File: src/rtl/bpf_defs_pkg.sv
// Shared definitions for the BPF ALU sequencer: opcode fields, class/op codes,
// FSM state encoding and the decoded-instruction record.
package bpf_defs_pkg;

  // Instruction word layout: {opcode, jt, jf, k}
  localparam int OPC_HI = 63;
  localparam int OPC_LO = 48;
  localparam int JT_HI  = 47;
  localparam int JT_LO  = 40;
  localparam int JF_HI  = 39;
  localparam int JF_LO  = 32;
  localparam int K_HI   = 31;
  localparam int K_LO   = 0;

  localparam logic [2:0] CLS_LD   = 3'd0;
  localparam logic [2:0] CLS_LDX  = 3'd1;
  localparam logic [2:0] CLS_ALU  = 3'd4;
  localparam logic [2:0] CLS_JMP  = 3'd5;
  localparam logic [2:0] CLS_RET  = 3'd6;
  localparam logic [2:0] CLS_MISC = 3'd7;

  localparam logic [3:0] ALU_ADD = 4'h0;
  localparam logic [3:0] ALU_SUB = 4'h1;
  localparam logic [3:0] ALU_MUL = 4'h2;
  localparam logic [3:0] ALU_DIV = 4'h3;
  localparam logic [3:0] ALU_OR  = 4'h4;
  localparam logic [3:0] ALU_AND = 4'h5;
  localparam logic [3:0] ALU_LSH = 4'h6;
  localparam logic [3:0] ALU_RSH = 4'h7;
  localparam logic [3:0] ALU_NEG = 4'h8;
  localparam logic [3:0] ALU_MOD = 4'h9;
  localparam logic [3:0] ALU_XOR = 4'hA;

  localparam logic [3:0] JMP_JA   = 4'h0;
  localparam logic [3:0] JMP_JEQ  = 4'h1;
  localparam logic [3:0] JMP_JGT  = 4'h2;
  localparam logic [3:0] JMP_JGE  = 4'h3;
  localparam logic [3:0] JMP_JSET = 4'h4;

  localparam logic [1:0] RET_K = 2'b00;
  localparam logic [1:0] RET_A = 2'b10;

  localparam logic [4:0] MISC_TAX = 5'b00000;
  localparam logic [4:0] MISC_TXA = 5'b10000;

  typedef enum logic [2:0] {
    ST_IDLE,
    ST_FETCH,
    ST_DECODE,
    ST_EXEC,
    ST_ALUWAIT,
    ST_HALT
  } state_t;

  typedef struct packed {
    logic [2:0] cls;
    logic [3:0] alu_sel;
    logic       src_is_x;
    logic [3:0] jmp_op;
    logic [1:0] ret_src;
    logic       is_illegal;
  } dec_t;

endpackage

File: src/rtl/bpf_alu_sequencer_if.sv
// Instruction-memory and ALU bus seen by the BPF ALU sequencer.
interface bpf_alu_sequencer_if #(
  parameter int PC_WIDTH = 10
);
  logic [PC_WIDTH-1:0] inst_addr;
  logic                inst_rd_en;
  logic [63:0]         inst_rd_data;
  logic [31:0]         alu_a;
  logic [31:0]         alu_b;
  logic [3:0]          alu_sel;
  logic [31:0]         alu_out;
  logic                eq;
  logic                gt;
  logic                ge;
  logic                set;

  modport master (
    output inst_addr, inst_rd_en, alu_a, alu_b, alu_sel,
    input  inst_rd_data, alu_out, eq, gt, ge, set
  );

  modport slave (
    input  inst_addr, inst_rd_en, alu_a, alu_b, alu_sel,
    output inst_rd_data, alu_out, eq, gt, ge, set
  );
endinterface

File: src/rtl/bpf_decode.sv
// Combinational opcode decoder: class, ALU select, operand source, jump op,
// RET source and legality. A non-zero upper opcode byte is treated as illegal.
module bpf_decode
  import bpf_defs_pkg::*;
(
  input  logic [15:0] opcode,
  output dec_t        dec
);
  always_comb begin
    dec            = '0;
    dec.cls        = opcode[2:0];
    dec.src_is_x   = opcode[3];
    dec.jmp_op     = opcode[7:4];
    dec.ret_src    = opcode[4:3];
    case (opcode[2:0])
      CLS_LD, CLS_LDX: dec.is_illegal = (opcode[7:5] != 3'b000);
      CLS_ALU: begin
        dec.alu_sel    = opcode[7:4];
        dec.is_illegal = (opcode[7:4] == ALU_MUL) || (opcode[7:4] == ALU_DIV) ||
                         (opcode[7:4] == ALU_MOD) || (opcode[7:4] > ALU_XOR);
      end
      CLS_JMP:  dec.is_illegal = (opcode[7:4] > JMP_JSET);
      CLS_RET:  dec.is_illegal = (opcode[4:3] != RET_K) && (opcode[4:3] != RET_A);
      CLS_MISC: dec.is_illegal = (opcode[7:3] != MISC_TAX) && (opcode[7:3] != MISC_TXA);
      default:  dec.is_illegal = 1'b1;
    endcase
    dec.is_illegal = dec.is_illegal | (opcode[15:8] != 8'h00);
  end
endmodule

File: src/rtl/bpf_alu_sequencer.sv
// Fetch/decode/execute sequencer driving the BPF VM ALU; owns A, X and PC.
// Define BPF_ALU_PESSIMISTIC_EN for a registered ALU (ALU/JMP pass through ALUWAIT).
module bpf_alu_sequencer
  import bpf_defs_pkg::*;
#(
  parameter int PC_WIDTH = 10
) (
  input  logic                clk,
  input  logic                rst,
  input  logic                start,
  output logic                busy,
  output logic                done,
  output logic                err,
  output logic [31:0]         ret_val,
  bpf_alu_sequencer_if.master bus
);
  state_t              state_reg, state_next;
  logic [31:0]         a_reg, a_next, x_reg, x_next, ret_reg, ret_next;
  logic [PC_WIDTH-1:0] pc_reg, pc_next;
  logic                err_reg, err_next;
  logic [63:0]         ir_reg;
  logic [7:0]          ir_jt, ir_jf;
  logic [31:0]         ir_k, operand_b;
  logic                commit, flag;
  logic [32:0]         pc_wide;
  dec_t                dec;

  assign ir_jt = ir_reg[JT_HI:JT_LO];
  assign ir_jf = ir_reg[JF_HI:JF_LO];
  assign ir_k  = ir_reg[K_HI:K_LO];

  bpf_decode u_decode (
    .opcode (ir_reg[OPC_HI:OPC_LO]),
    .dec    (dec)
  );

  assign operand_b = dec.src_is_x ? x_reg : ir_k;

`ifdef BPF_ALU_PESSIMISTIC_EN
  logic needs_wait;
  assign needs_wait = !dec.is_illegal && (dec.cls == CLS_ALU || dec.cls == CLS_JMP);
  assign commit     = (state_reg == ST_EXEC && !needs_wait) || (state_reg == ST_ALUWAIT);
`else
  assign commit     = (state_reg == ST_EXEC);
`endif

  always_comb begin
    state_next = state_reg;
    a_next     = a_reg;
    x_next     = x_reg;
    pc_next    = pc_reg;
    err_next   = err_reg;
    ret_next   = ret_reg;
    pc_wide    = {{(33-PC_WIDTH){1'b0}}, pc_reg} + 33'd1;
    case (dec.jmp_op)
      JMP_JEQ:  flag = bus.eq;
      JMP_JGT:  flag = bus.gt;
      JMP_JGE:  flag = bus.ge;
      JMP_JSET: flag = bus.set;
      default:  flag = 1'b0;
    endcase
    case (state_reg)
      ST_IDLE: begin
        if (start) begin
          state_next = ST_FETCH;
          a_next     = '0;
          x_next     = '0;
          pc_next    = '0;
          err_next   = 1'b0;
          ret_next   = '0;
        end
      end
      ST_FETCH:   state_next = ST_DECODE;
      ST_DECODE:  state_next = ST_EXEC;
      ST_EXEC:    state_next = ST_ALUWAIT;
      ST_ALUWAIT: state_next = ST_FETCH;
      ST_HALT:    state_next = ST_IDLE;
      default:    state_next = ST_IDLE;
    endcase
    if (commit) begin
      state_next = ST_FETCH;
      case (dec.cls)
        CLS_LD:  a_next = ir_k;
        CLS_LDX: x_next = ir_k;
        CLS_ALU: a_next = bus.alu_out;
        CLS_JMP: begin
          if (dec.jmp_op == JMP_JA) pc_wide = pc_wide + {1'b0, ir_k};
          else                      pc_wide = pc_wide + {25'd0, flag ? ir_jt : ir_jf};
        end
        CLS_RET: begin
          ret_next   = (dec.ret_src == RET_A) ? a_reg : ir_k;
          state_next = ST_HALT;
        end
        CLS_MISC: begin
          if (ir_reg[OPC_LO+7:OPC_LO+3] == MISC_TXA) a_next = x_reg;
          else                                       x_next = a_reg;
        end
        default: ;
      endcase
      // Next PC is checked at full width so running off the end faults instead of wrapping.
      if (dec.is_illegal || (dec.cls != CLS_RET && pc_wide[32:PC_WIDTH] != '0)) begin
        err_next   = 1'b1;
        ret_next   = '0;
        a_next     = a_reg;
        x_next     = x_reg;
        state_next = ST_HALT;
      end else if (dec.cls != CLS_RET) begin
        pc_next = pc_wide[PC_WIDTH-1:0];
      end
    end
  end

  always_ff @(posedge clk or posedge rst) begin
    if (rst) begin
      state_reg <= ST_IDLE;
      a_reg     <= '0;
      x_reg     <= '0;
      pc_reg    <= '0;
      err_reg   <= 1'b0;
      ret_reg   <= '0;
      ir_reg    <= '0;
    end else begin
      state_reg <= state_next;
      a_reg     <= a_next;
      x_reg     <= x_next;
      pc_reg    <= pc_next;
      err_reg   <= err_next;
      ret_reg   <= ret_next;
      if (state_reg == ST_DECODE) ir_reg <= bus.inst_rd_data;
    end
  end

  assign busy           = (state_reg == ST_FETCH) || (state_reg == ST_DECODE) ||
                          (state_reg == ST_EXEC)  || (state_reg == ST_ALUWAIT);
  assign done           = (state_reg == ST_HALT);
  assign err            = err_reg;
  assign ret_val        = ret_reg;
  assign bus.inst_rd_en = (state_reg == ST_FETCH);
  assign bus.inst_addr  = bus.inst_rd_en ? pc_reg : '0;

  always_comb begin
    bus.alu_a   = '0;
    bus.alu_b   = '0;
    bus.alu_sel = '0;
    if (state_reg == ST_EXEC || state_reg == ST_ALUWAIT) begin
      bus.alu_a   = a_reg;
      bus.alu_b   = operand_b;
      bus.alu_sel = dec.alu_sel;
    end
  end
endmodule

File: src/flat_wrapper.sv
// flat-port wrapper written by rule: the top's interface ports become plain ports
module bpf_alu_sequencer_flat import bpf_defs_pkg::*;
#(
  parameter int PC_WIDTH = 10
)
  (clk, rst, start, busy, done, err, ret_val, bus_inst_addr, bus_inst_rd_en, bus_alu_a, bus_alu_b, bus_alu_sel, bus_inst_rd_data, bus_alu_out, bus_eq, bus_gt, bus_ge, bus_set);
  bpf_alu_sequencer_if #(.PC_WIDTH(PC_WIDTH)) bus_i ();
  input  logic clk;
  input  logic rst;
  input  logic start;
  output logic busy;
  output logic done;
  output logic err;
  output logic [31:0] ret_val;
  output wire logic [$bits(bus_i.inst_addr)-1:0] bus_inst_addr;
  output wire logic [$bits(bus_i.inst_rd_en)-1:0] bus_inst_rd_en;
  output wire logic [$bits(bus_i.alu_a)-1:0] bus_alu_a;
  output wire logic [$bits(bus_i.alu_b)-1:0] bus_alu_b;
  output wire logic [$bits(bus_i.alu_sel)-1:0] bus_alu_sel;
  input wire logic [$bits(bus_i.inst_rd_data)-1:0] bus_inst_rd_data;
  input wire logic [$bits(bus_i.alu_out)-1:0] bus_alu_out;
  input wire logic [$bits(bus_i.eq)-1:0] bus_eq;
  input wire logic [$bits(bus_i.gt)-1:0] bus_gt;
  input wire logic [$bits(bus_i.ge)-1:0] bus_ge;
  input wire logic [$bits(bus_i.set)-1:0] bus_set;
  assign bus_inst_addr = bus_i.inst_addr;
  assign bus_inst_rd_en = bus_i.inst_rd_en;
  assign bus_alu_a = bus_i.alu_a;
  assign bus_alu_b = bus_i.alu_b;
  assign bus_alu_sel = bus_i.alu_sel;
  assign bus_i.inst_rd_data = bus_inst_rd_data;
  assign bus_i.alu_out = bus_alu_out;
  assign bus_i.eq = bus_eq;
  assign bus_i.gt = bus_gt;
  assign bus_i.ge = bus_ge;
  assign bus_i.set = bus_set;
  bpf_alu_sequencer #(.PC_WIDTH(PC_WIDTH)) u_core (.clk(clk), .rst(rst), .start(start), .busy(busy), .done(done), .err(err), .ret_val(ret_val), .bus(bus_i));
endmodule
File: config.mk
export PLATFORM = sky130hd
export DESIGN_NAME = bpf_alu_sequencer_flat
export DESIGN_NICKNAME = d
export VERILOG_FILES = /design/src/rtl/bpf_defs_pkg.sv /design/src/rtl/bpf_alu_sequencer_if.sv /design/src/rtl/bpf_decode.sv /design/src/rtl/bpf_alu_sequencer.sv /design/src/flat_wrapper.sv
export SDC_FILE = /design/constraint.sdc
export NUM_CORES = 1
export LEC_CHECK = 0
export BUFFER_PORTS_ARGS = -buffer_cell sky130_fd_sc_hd__buf_2
export CORE_UTILIZATION = 55
export CTS_BUF_LIST = sky130_fd_sc_hd__clkbuf_4 sky130_fd_sc_hd__clkbuf_8
export CTS_CLUSTER_DIAMETER = 120
export DETAILED_ROUTE_END_ITERATION = 16
export PLACE_DENSITY = 0.83
export SLEW_MARGIN = 0
export SYNTH_ARGS = -nofsm -noshare
export SYNTH_HDL_FRONTEND = slang
export SYNTH_SLANG_ARGS = --single-unit
File: constraint.sdc
create_clock -name clk -period 7 [get_ports clk]
set_input_delay 0.7 -clock clk [delete_from_list [all_inputs] [get_ports clk]]
set_output_delay 0.7 -clock clk [all_outputs]
set_load 0.02 [all_outputs]
---- Word-level counts from Yosys, hierarchy flattened ----
Index checks and enable logic that the tools add are counted.
storage, ports and cells
  bits in registers ....................... 174
  bits of input ports ..................... 103
  output and inout port bits .............. 114
  word-level logic and storage cells ...... 99
cells by class
  $add $sub $neg .......................... 3
  $lt $le $gt $ge ......................... 2
  equality and inequality tests ........... 22
  muxes and demuxes ....................... 44
  bitwise gates (word level) .............. 1
  reductions and logical operators ........ 20
operators with widths
  operator                 number
  $mux W32                 19
  $mux W33                 3
  $pmux W32 S3             1
  $pmux W32 S2             1
  $mux W10                 6
  $add A33 B32 Y33         1
  $add A33 B8 Y33          1
  $reduce_bool A23 Y1      1
  $eq A3 B3 Y1 const B     6
  $mux W3                  4
  $pmux W3 S4              1
  $add A10 B1 Y11 const B  1
  $eq A4 B2 Y1 const B     2
  $logic_or A1 B1 Y1       8
  $mux W4                  2
  $mux W8                  1
  $reduce_bool A8 Y1       1
  $eq A3 B1 Y1 const B     2
  $eq A3 B2 Y1 const B     2
  $logic_not A3 Y1         2
  $eq A5 B5 Y1 const B     1
  $ne A5 B5 Y1 const B     1
  $pmux W1 S5              1
  $reduce_bool A5 Y1       1
  other kinds (17)         23

---- Depth between registers and ports, before layout ----
Gate-level depths: netlist of run 1.
  word-level depth ........................ 12
  depth in mapped cells ................... 20
  depth with buffers taken out ............ 17

---- Cells and area by module ----
Synthesis of run 1 repeated with hierarchy kept, for this count alone.
unflattened totals
  cells, all modules ...................... 1,213
  area, all modules ....................... 11,643.7 um^2
modules (own cells, without submodules)
  module             instances  cells each  area an instance (um^2)  sequential area each (um^2)
  bpf_alu_sequencer  1          1,186       11,442.2                 4,354.2
  bpf_decode         1          27          201.4                    0.0

---- Least setup slack after synthesis of run 1 ----
No wires, ideal clock.
  path kind ............................... input-to-reg
  start ................................... input port bus_ge
  end ..................................... register u_core.x_reg[0]
  setup time .............................. 0.078 ns
  arrival ................................. 4.367 ns
  required time ........................... 6.922 ns
  slack ................................... 2.555 ns
  stages .................................. 18
  path buffers ............................ 2
  cell sequence ........................... mux2_2 -> a21oi_1 -> o32a_1 -> nor2_1 -> mux2_2 -> ha_1 -> fa_1 -> a21o_1 -> nand4_1 -> o21ai_0 -> o41ai_1 -> o211ai_1 -> o21ai_0 -> a41oi_2 -> nand2b_1 -> buf_2 -> buf_2 -> o2bb2ai_1
between the ends
  word-level cells in the longest chain between the ends .. 10
ends and longest elaborated chain
  what                    line                      source
  from (decl)             flat_wrapper.sv:24        input wire logic [$bits(bus_i.ge)-1:0] bus_ge;
  $pmux W1 S4             bpf_alu_sequencer.sv:55   case (dec.jmp_op)
  $mux W8                 bpf_alu_sequencer.sv:88   else pc_wide = pc_wide + {25'd0, flag ? ir_jt : ir_jf};
  $add A33 B8 Y33         bpf_alu_sequencer.sv:88
  $mux W33                bpf_alu_sequencer.sv:87   if (dec.jmp_op == JMP_JA) pc_wide = pc_wide + {1'b0, ir_k};
  $mux W33                bpf_alu_sequencer.sv:82   case (dec.cls)
  $mux W33                bpf_alu_sequencer.sv:80   if (commit) begin
  $reduce_bool A23 Y1     bpf_alu_sequencer.sv:101  if (dec.is_illegal || (dec.cls != CLS_RET && pc_wide[32:PC_WIDTH] != '0)) begin
  $logic_and A1 B1 Y1     bpf_alu_sequencer.sv:101
  $logic_or A1 B1 Y1      bpf_alu_sequencer.sv:101
  $ne A2 B2 Y1 (no line)  n/a
  to (signal assigned)    bpf_alu_sequencer.sv:125  x_reg <= x_next;
  to (decl)               bpf_alu_sequencer.sv:18   logic [31:0] a_reg, a_next, x_reg, x_next, ret_reg, ret_next;
Every way passes these cells. The select of a mux whose other input is x is not followed.
A chain may end at the register's enable or synchronous reset.

---- Worst setup path in the final report of run 1 ----
  start ................................... register u_core.ir_reg[53]
  end ..................................... register u_core.x_reg[17]
between the ends
  word-level cells in the longest chain between the ends .. 11
  elaborated cells on any way between the ends .. 32
  those cells by class .................... add/sub: 1; order compare: 2; eq/ne: 8; mux: 10; bitwise: 1; reduce/logical: 10
ends and longest elaborated chain
  what                                  line                      source
  from (decl)                           bpf_alu_sequencer.sv:21   logic [63:0] ir_reg;
  from (signal assigned)                bpf_alu_sequencer.sv:129  if (state_reg == ST_DECODE) ir_reg <= bus.inst_rd_data;
  $eq A4 B3 Y1 (tied with other cells)  bpf_alu_sequencer.sv:55
  $pmux W1 S4                           bpf_alu_sequencer.sv:55
  $mux W8                               bpf_alu_sequencer.sv:88
  $add A33 B8 Y33                       bpf_alu_sequencer.sv:88
  $mux W33                              bpf_alu_sequencer.sv:87
  $mux W33                              bpf_alu_sequencer.sv:82
  $mux W33                              bpf_alu_sequencer.sv:80
  $reduce_bool A23 Y1                   bpf_alu_sequencer.sv:101
  $logic_and A1 B1 Y1                   bpf_alu_sequencer.sv:101
  $logic_or A1 B1 Y1                    bpf_alu_sequencer.sv:101
  $ne A2 B2 Y1 (no line)                n/a
Several ways; a longest one is shown, not always the timed one. The select of a mux whose other input is x is not followed.

==> flow_metrics.py, run 1 <==
metrics = {
    "logic_synthesis": {
        "syn-num-nets": 1388,
        "yosys.area.top_type": "dfrtp_1",
        "synth.distinct_cells": 67,
        "synthFlopType": "dfrtp_1",
        "syn_inst": 1263,
        "synthArstFlopShare_pct": 100,
        "synth.cell_area_mm2": 0.0114,
        "synth-simple-area-share_pct": 17.4,
        "synth.area.top_cells": "dfrtp_1 38%, mux2i_1 6.7%, mux2_2 6.5%, nand2_1 4.3%, nor2_1 3.3%",
        "synth_xor_area_share_pct": 1.99,
        "yosysSeqAreaShare_pct": 38.1,
        "synth_compound_area_share_pct": 21.8,
        "synth-adder-area-share_pct": 2.54,
        "synth_top_family_by_area": "compound AO/OA/AOI/OAI gates",
        "yosysTopAreaCellShare_pct": 38.1,
        "ys_ff_latch": 174,
        "synth_edf_count": 0,
        "yosys_warnings": 0,
        "synth_area_per_cell_um2": 9.04,
        "synth_mux_area_share_pct": 13.3,
    },
    "setup_path": {
        "crit_path_start_kind": "flip-flop",
        "cp_slowest_stage_delay_ps": 780,
        "slowest_stage": "nand2b_1",
        "endpoint_kind": "flip-flop",
        "crit_chain": "mux2_2 -> a21oi_1 -> o32a_1 -> nor2_1 -> mux2_2 -> ha_1 -> fa_1 -> a21o_1 -> nand4_1 -> o21ai_0 -> o41ai_1 -> o211ai_1 -> o21ai_0 -> a41oi_2 -> nand2b_1 -> o2bb2ai_1",
        "crit_family": "compound AO/OA/AOI/OAI gates",
        "cp_max_fo": 26,
        "crit_type": "flip-flop to flip-flop",
        "arrival_ps": 6000,
        "critPathBufInv": 0,
        "critPathRequiredTime_ps": 7380,
    },
    "timing": {
        "worst_pin_slew_ps": 1310,
        "fin_crit_ps": 5620,
        "finalSetupViolations": 0,
        "finalCritPeriodShare_pct": 80.2,
        "slew_headroom_pct": 12.5,
        "skew_ps": 21.8,
        "slew_viol_final": 0,
        "fmax_mhz": 178,
        "tns_ps": 0,
        "worst_slack_ps": 1380,
        "final_hold_viol_count": 0,
        "rsz0062_at_grt": "false",
    },
    "finish": {
        "num-nets-final": 1529,
        "n_fill_cell": 1743,
        "fin_cells": 1686,
        "antenna_cells": 0,
        "area_delta_synth_final_pct": 13.2,
        "largest_reg_flops": 64,
        "design_area_mm2": 0.0129,
        "utilization_pct": 63.7,
        "drive_gt1_share_pct": 25.1,
    },
    "drt": {
        "post_drt_wl_per_cell_um": 21.5,
        "first_pass_iters": 6,
        "drc_errors": 0,
        "viasPerCell": 6.54,
        "wirelength_mm": 36.2,
        "postRouteAntennaNets": 0,
        "drt_iter0_markers": 1375,
        "vias": 11000,
    },
    "clock_tree": {
        "root_buffer": "clkbuf_8",
        "holdBufCountCts": 0,
        "cts_setup_buffers": 0,
        "clk-insertion-delay-late_ps": 490,
        "cts_buffers": 17,
        "cts_tree": "built",
        "clk_pin_slew_ps": 90,
        "post_cts_resized": 0,
        "htreeDepth": 4,
        "cts_max_path_buffers": 2,
        "cts_num_sinks": 174,
    },
    "power": {
        "power_leakage_nw": 5.95,
        "vdd_drop_max_mv": 0.279,
        "powerDensity_mw_per_mm2": 408,
    },
    "floorplanning": {
        "core_mm2": 0.0203,
        "ioPinCount": 217,
        "fp.dieH_um": 146,
        "start_util_pct": 56.3,
        "die-width_um": 146,
        "rows": 52,
        "die-area_mm2": 0.0213,
    },
    "job": {
        "cap_violations": 0,
    },
    "min_path": {
        "hold_path_class": "input port to async pin",
    },
    "placed_design": {
        "dp_hpwl_mm": 25.0,
        "pre_cts_ws_ps": 1320,
        "dp_cells": 1655,
        "placed_cell_area_mm2": 0.0125,
        "place_congestion": 0.962,
        "port_buffers": 216,
    },
    "global_routing": {
        "grt_usage_pct": 34.5,
        "grt_max_degree": 103,
        "grt_pass1_vias": 10700,
        "grt-ovfl-total": 0,
        "grt_pass1_wl_mm": 58.2,
        "antenna_found_initial": 0,
    },
    "run_status": {
        "status": "completed",
    },
}
==> report_power, final <==
part           switching [mW]  internal, mW  total [mW]
combinational            1.55          1.07        2.62
clock                   0.400         0.328       0.728
sequential              0.622          1.30        1.92
==> final cells by class <==
| class | count | area (um2) | share of cell area [%] |
|---|---|---|---|
| tap | 270 | 338 | 2.61 |
| timing repair buffer | 234 | 1220 | 9.41 |
| clock buffer | 18 | 241 | 1.87 |
| multi-input combinational | 959 | 6550 | 50.6 |
| clock inverter | 13 | 155 | 1.20 |
| inverter | 18 | 72.6 | 0.561 |
| sequential | 174 | 4360 | 33.7 |
==> path summary, 6_finish.rpt <==
check,start,endpoint,slack (ps),cells past startpoint
worst max-delay path,u_core.ir_reg[53],u_core.x_reg[17],1380,16
worst min-delay path,rst,u_core.ir_reg[18],370,2
worst max register to register,u_core.ir_reg[53],u_core.x_reg[17],1380,16
worst min register to register,u_core.err,u_core.err,500,2
max in group asynchronous,rst,u_core.ir_reg[51],5140,3
min in group clk,bus_inst_rd_data[14],u_core.ir_reg[14],440,3
==> synth_stat cells, types with 4 or more instances <==
master	count
xor2_1	9
inv_1	18
nor3_1	10
nand2_1	131
buf_1	4
buf_2	18
nand3b_1	4
a22o_1	27
ha_1	20
nor2b_1	34
a21o_1	13
nand4_1	16
xnor2_1	17
and4_1	5
mux2_2	66
or2_2	8
and3_1	20
a211oi_1	11
a21oi_1	72
o2bb2ai_1	26
o211ai_1	9
o21ai_0	53
o32ai_1	6
or3_1	8
nand2b_1	5
dfrtp_1	174
o22ai_1	30
mux2i_1	77
nor3b_1	5
a22oi_1	48
a32o_1	17
and2_1	13
buf_6	4
nor4_1	9
clkbuf_1	83
a31oi_1	25
nand3_1	21
nor2_1	101
==> worst register-to-register path, delay by kind of cell, from the launching register on <==
kind | cells | cell delay, ps
AOI/OAI and AO/OA | 9 | 2330
adders and majority gates | 2 | 620
DFF | 1 | 520
muxes | 2 | 690
and+or+nand+nor | 3 | 1360
==> stage by stage <==
| step | power [mW] | hold slack [ps] |
|---|---|---|
| floorplan | 3.70 | 475 |
| global placement | 4.42 | 458 |
| detailed placement | 4.48 | 467 |
| CTS | 5.21 | 435 |
| global route | 5.56 | 435 |
| finish | 5.27 | 368 |
==> logic make-up after synthesis <==
group | Yosys count
AOI/OAI and AO/OA | 362
xor gates and xnor gates | 26
adders and majority gates | 22
buffers and inverters | 130
DFF | 174
muxes | 143
and+or+nand+nor | 406
==> routing by layer <==
metal | track usage [%] | routed length (um)
met1 | 48.3 | 15100
met2 | 51.6 | 16000
met3 | 6.84 | 3630
met4 | 16.5 | 1470
met5 | 0 | 0
==> cells in the final DEF (no fill, tap or decap), types with 6 or more instances in the layout <==
| cell type | n |
|---|---|
| a211oi_1 | 11 |
| a21o_1 | 13 |
| a21oi_1 | 71 |
| a22o_1 | 27 |
| a22oi_1 | 48 |
| a31oi_1 | 25 |
| a32o_1 | 17 |
| and2_1 | 13 |
| and3_1 | 20 |
| buf_2 | 216 |
| buf_4 | 18 |
| clkbuf_8 | 17 |
| dfrtp_1 | 172 |
| ha_1 | 20 |
| inv_1 | 17 |
| mux2_2 | 66 |
| mux2i_1 | 77 |
| nand2_1 | 130 |
| nand3_1 | 21 |
| nand4_1 | 16 |
| nor2_1 | 99 |
| nor2b_1 | 33 |
| nor3_1 | 9 |
| nor4_1 | 9 |
| o211ai_1 | 9 |
| o21ai_0 | 53 |
| o22ai_1 | 30 |
| o2bb2ai_1 | 26 |
| o32ai_1 | 6 |
| or2_2 | 8 |
| or3_1 | 8 |
| xnor2_1 | 17 |
| xor2_1 | 9 |
(Power assumes the default switching activity.)
==> run 2: changes to the inputs <==
==> constraint.sdc (replaced) <==
create_clock -name clk -period 5.36 [get_ports clk]
set_input_delay 0.536 -clock clk [delete_from_list [all_inputs] [get_ports clk]]
set_output_delay 0.536 -clock clk [all_outputs]
set_load 0.02 [all_outputs]
==> run 2 against run 1 <==
Net effect: total power grew 31%; first-iteration DRC count shrank 0.36%; flip-flop and latch count is the same; fmax grew 12%; combinational power grew 31%.
==> flow_metrics.py, run 2 (same netlist as run 1, synthesis figures left out) <==
metrics = {
    "setup_path": {
        "crit_type": "flip-flop to flip-flop",
        "critPathRequiredTime_ps": 5750,
        "crit_path_start_kind": "flip-flop",
        "worst_r2r_endpoint": "u_core.x_reg[17]",
        "cp_max_fo": 26,
        "arrival_ps": 5410,
        "slowest_stage": "dfrtp_1",
        "reg2reg_depth": 17,
        "r2r_slack_ps": 340,
        "crit_chain": "mux2_2 -> a21oi_1 -> o32a_1 -> nor2_1 -> mux2_2 -> ha_1 -> fa_1 -> a21o_1 -> nand4_1 -> o21ai_0 -> o41ai_2 -> o211ai_1 -> o21ai_0 -> a41oi_2 -> nand2b_1 -> buf_4 -> o2bb2ai_1",
        "r2r-start": "u_core.ir_reg[53]",
        "critPathBufInv": 1,
        "crit_family": "compound AO/OA/AOI/OAI gates",
        "cp_slowest_stage_delay_ps": 530,
        "endpoint_kind": "flip-flop",
    },
    "drt": {
        "wl_met2_mm": 16.3,
        "top_layer": "met4",
        "wl_met3_mm": 3.95,
        "viasPerCell": 6.62,
        "vias": 11200,
        "post_drt_wl_per_cell_um": 21.7,
        "wl_met1_mm": 15.0,
        "drc_errors": 0,
        "first_pass_iters": 6,
        "drt_iter0_markers": 1370,
        "postRouteAntennaNets": 0,
        "wirelength_mm": 36.8,
    },
    "floorplanning": {
        "rows": 52,
        "ioPinCount": 217,
        "fp.dieH_um": 146,
        "die-width_um": 146,
        "core_mm2": 0.0203,
        "die-area_mm2": 0.0213,
        "start_util_pct": 56.3,
    },
    "timing": {
        "rsz0062_at_grt": "false",
        "fmax_mhz": 199,
        "slew_viol_final": 0,
        "fin_crit_ps": 5020,
        "worst_pin_slew_ps": 1320,
        "finalSetupViolations": 0,
        "tns_ps": 0,
        "slew_headroom_pct": 11.9,
        "final_hold_viol_count": 0,
        "finalCritPeriodShare_pct": 93.7,
        "skew_ps": 16.4,
    },
    "min_path": {
        "hold_path_class": "input port to async pin",
    },
    "finish": {
        "antenna_cells": 0,
        "utilization_pct": 63.9,
        "num-nets-final": 1536,
        "regArea_mm2": 0.00436,
        "area_delta_synth_final_pct": 13.7,
        "largest_reg_flops": 64,
        "final_common_cell": "buf_2",
        "drive_gt1_share_pct": 25.6,
        "layout_common_cells": "216 x buf_2, 172 x dfrtp_1, 130 x nand2_1",
        "multi_input_area_mm2": 0.00655,
        "n_fill_cell": 1737,
    },
    "run_status": {
        "status": "completed",
    },
    "power": {
        "power_leakage_nw": 5.99,
        "powerDensity_mw_per_mm2": 533,
        "vdd_drop_max_mv": 0.394,
    },
    "clock_tree": {
        "clk-insertion-delay-late_ps": 480,
        "cts_setup_buffers": 0,
        "cts_num_sinks": 174,
        "cts_max_path_buffers": 2,
        "cts_tree": "built",
        "root_buffer": "clkbuf_8",
        "cts_buffers": 17,
        "htreeDepth": 4,
        "clk_pin_slew_ps": 100,
    },
    "global_routing": {
        "grt_usage_pct": 34.7,
        "antenna_found_initial": 0,
        "grt_pass1_vias": 10700,
        "grt_pass1_wl_mm": 58.5,
        "grt_max_degree": 103,
        "grt-ovfl-total": 0,
    },
    "placed_design": {
        "port_buffers": 216,
        "place_congestion": 1.02,
        "dp_hpwl_mm": 25.8,
    },
    "job": {
        "cap_violations": 0,
    },
}
## run 2: cell types whose count changed in the layout (fill, tap and decap cells not counted), sizes merged
cell	before	now
buf	234	241
inv	23	26
bufinv	2	0
clkinv	4	5
clkinvlp	2	1
## run 2: metal layers
metal / up-vias / track usage [%]
met5: - / 0
met4: 0 / 15.2
met3: 127 / 7.03
met2: 780 / 52.5
met1: 5353 / 48.5
li1: 4956 / -
## run 2: metrics by stage
step	setup WS [ps]	hold WS [ps]	std cells	area [um2]	power, mW
floorplan	107	475	1263	11400	4.83
global placement	434	456	1662	12600	5.81
detailed placement	229	478	1662	12600	5.88
CTS	230	254	1694	13000	6.82
global route	15.1	259	1694	13000	7.29
finish	340	245	1694	13000	6.92
## run 2: final cells by class
cell class,instances,share of cell area [%]
clock buffers,18,1.91
well taps,270,2.60
flip-flops and latches,174,33.6
repair buffers,241,9.78
multi-input cells,959,50.5
clock inverters,14,1.10
inverters,18,0.559
## run 2: repair_timing
action,CTS,global route
endpoints found under the setup margin,0,63
resized for setup,0,1
hold buffers,0,0
## run 2: how the worst max path moves through the flow
stage | slack [ps] | cells after the start | from | to
after floorplan | 110 | 1 | rst | u_core.a_reg[0]
after global placement | 430 | 16 | u_core.ir_reg[53] | u_core.a_reg[19]
after detailed placement | 230 | 16 | u_core.ir_reg[53] | u_core.a_reg[3]
after CTS | 230 | 16 | u_core.ir_reg[53] | u_core.a_reg[11]
after global routing | 20 | 17 | u_core.ir_reg[53] | u_core.pc_reg[1]
final | 340 | 17 | u_core.ir_reg[53] | u_core.x_reg[17]
## run 2: report_power, final
group          internal [mW]  switching (mW)  total [mW]
combinational           1.41            2.03        3.44
sequential              1.70           0.840        2.54
clock                  0.360           0.577       0.937
==> run 3: changes to the inputs <==
--- a/config.mk
+++ b/config.mk
@@ -5,12 +5,12 @@
 export SDC_FILE = /design/constraint.sdc
 export NUM_CORES = 1
 export LEC_CHECK = 0
-export BUFFER_PORTS_ARGS = -buffer_cell sky130_fd_sc_hd__buf_2
 export CORE_UTILIZATION = 55
 export CTS_BUF_LIST = sky130_fd_sc_hd__clkbuf_4 sky130_fd_sc_hd__clkbuf_8
 export CTS_CLUSTER_DIAMETER = 120
 export DETAILED_ROUTE_END_ITERATION = 16
-export PLACE_DENSITY = 0.83
+export DONT_BUFFER_PORTS = 1
+export PLACE_DENSITY = 0.74
 export SLEW_MARGIN = 0
 export SYNTH_ARGS = -nofsm -noshare
 export SYNTH_HDL_FRONTEND = slang
==> run 3 against run 2 <==
Net effect: critical path depth shrank 2; clock power grew 6.5%; design area shrank 8.0%; critical path type unchanged; wire length shrank 2.0%; hold slack lost 190 ps.
==> flow_metrics.py, run 3 (same netlist as run 1, synthesis figures left out) <==
metrics = {
    "drt": {
        "wirelength_mm": 36.0,
        "viasPerCell": 6.94,
        "drt_iter0_markers": 1176,
        "postRouteAntennaNets": 0,
        "first_pass_iters": 7,
        "vias": 10300,
        "drc_errors": 0,
        "post_drt_wl_per_cell_um": 24.3,
    },
    "timing": {
        "slew_headroom_pct": 17.8,
        "fmax_mhz": 206,
        "worst_pin_slew_ps": 1230,
        "slew_viol_final": 0,
        "finalCritPeriodShare_pct": 90.7,
        "fin_crit_ps": 4860,
        "final_hold_viol_count": 0,
        "rsz0062_at_grt": "false",
        "skew_ps": 23.7,
        "finalSetupViolations": 0,
        "tns_ps": 0,
    },
    "floorplanning": {
        "die-width_um": 146,
        "core_mm2": 0.0203,
        "start_util_pct": 56.3,
        "rows": 52,
        "die-area_mm2": 0.0213,
        "fp.dieH_um": 146,
        "ioPinCount": 217,
    },
    "power": {
        "vdd_drop_max_mv": 0.435,
        "power_leakage_nw": 4.97,
        "powerDensity_mw_per_mm2": 571,
    },
    "finish": {
        "layout_common_cells": "172 x dfrtp_1, 130 x nand2_1, 98 x nor2_1",
        "n_fill_cell": 1793,
        "largest_reg_flops": 64,
        "num-nets-final": 1321,
        "drive_gt1_share_pct": 12.4,
        "area_delta_synth_final_pct": 4.55,
        "design_area_mm2": 0.0119,
        "final_common_cell": "dfrtp_1",
    },
    "clock_tree": {
        "root_buffer": "clkbuf_8",
        "cts_tree": "built",
        "cts_setup_buffers": 0,
        "cts_max_path_buffers": 2,
        "cts_buffers": 17,
        "cts_num_sinks": 174,
        "holdBufCountCts": 0,
        "htreeDepth": 4,
        "clk_pin_slew_ps": 100,
        "clk-insertion-delay-late_ps": 490,
        "post_cts_resized": 0,
    },
    "setup_path": {
        "crit_chain": "o32a_1 -> nor2_1 -> mux2_2 -> ha_1 -> fa_1 -> a21o_1 -> nand4_1 -> o21ai_0 -> o41ai_2 -> o211ai_1 -> o21ai_0 -> a41oi_2 -> nor3_1 -> buf_4 -> mux2i_1",
        "worst_r2r_endpoint": "u_core.pc_reg[2]",
        "arrival_ps": 5260,
        "critPathRequiredTime_ps": 5750,
        "cpMostUsedCell": "o21ai_0",
        "crit_path_start_kind": "flip-flop",
        "reg2reg_depth": 15,
        "endpoint_kind": "flip-flop",
        "cp-endpoint": "u_core.pc_reg[2]",
        "cp_slowest_stage_delay_ps": 530,
        "crit_type": "flip-flop to flip-flop",
        "cp-startpoint": "u_core.ir_reg[52]",
        "r2r-start": "u_core.ir_reg[52]",
        "slowest_stage": "dfrtp_1",
        "cp_max_fo": 12,
        "r2r_slack_ps": 500,
    },
    "placed_design": {
        "placed_cell_area_mm2": 0.0115,
        "place_congestion": 0.954,
        "port_buffers": 0,
        "dp_hpwl_mm": 25.0,
    },
    "global_routing": {
        "grt-ovfl-total": 0,
        "grt_pass1_vias": 9815,
        "grt_max_degree": 96,
        "antenna_found_initial": 2,
        "grt_pass1_wl_mm": 56.3,
        "grt_usage_pct": 33.8,
    },
    "job": {
        "cap_violations": 0,
    },
    "min_path": {
        "hold_path_class": "input port to async pin",
    },
    "run_status": {
        "status": "completed",
    },
}
[run 3: cell count changes in the layout (fill, tap and decap cells not counted), sizes merged]
cell / previous run / this run
buf: 241 / 26
clkinv: 5 / 1
inv: 26 / 25
clkinvlp: 1 / 4
bufinv: 0 / 2
diode: 0 / 1
[run 3: metal layers]
metal | global-route usage, % | share of wire, % | vias up
li1 | - | - | 4525
met1 | 46.0 | 42 | 5025
met2 | 52.7 | 45 | 637
met3 | 8.63 | 10 | 85
met4 | 10.9 | 2.9 | 2
met5 | 0 | 0.022 | -
[run 3: worst max-delay path, delay by kind of cell (launching register included)]
| family | cells | cell delay (ps) |
|---|---|---|
| fa+ha+maj | 2 | 660 |
| compound gates | 7 | 1840 |
| flops | 1 | 530 |
| buf+inv | 1 | 260 |
| mux | 2 | 620 |
| simple gates | 3 | 870 |
[run 3: how the worst min path moves through the flow]
stage | to | slack [ps] | depth (start not counted)
5_1_grt | u_core.ir_reg[31] | 140 | 1
3_5_place_dp | u_core.ir_reg[45] | 490 | 1
3_3_place_gp | u_core.ir_reg[45] | 490 | 1
4_1_cts | u_core.ir_reg[31] | 120 | 1
6_report | u_core.ir_reg[31] | 50 | 1
2_1_floorplan | u_core.ir_reg[40] | 470 | 1
[run 3: where the power goes]
group | total [mW] | internal, mW | switching [mW]
sequential | 2.56 | 1.70 | 0.859
combinational | 3.27 | 1.30 | 1.96
clock | 0.998 | 0.439 | 0.558
total | 6.82 | 3.44 | 3.38
[run 3: layout make-up]
type / instances / area (um2) / share of cell area [%]
diodes: 1 / 2.50 / 0.0210
clock buffers: 18 / 241 / 2.02
clock inverters: 14 / 178 / 1.49
inverters: 18 / 72.6 / 0.608
multi-input cells: 959 / 6560 / 54.9
flip-flops and latches: 174 / 4360 / 36.5
well taps: 270 / 338 / 2.83
repair buffers: 26 / 195 / 1.63
[run 3: metrics by stage]
stage               total power [mW]  utilization (%)  std cells  hold slack (ps)  setup WS (ps)
CTS                             6.75             58.8       1479              119            324
finish                          6.82             58.8       1480             54.8            496
floorplan                       4.83                -       1263              475            107
global placement                5.68             56.7       1447              489            590
global route                    7.19             58.8       1479              137           66.3
detailed placement              5.76             56.7       1447              490            344
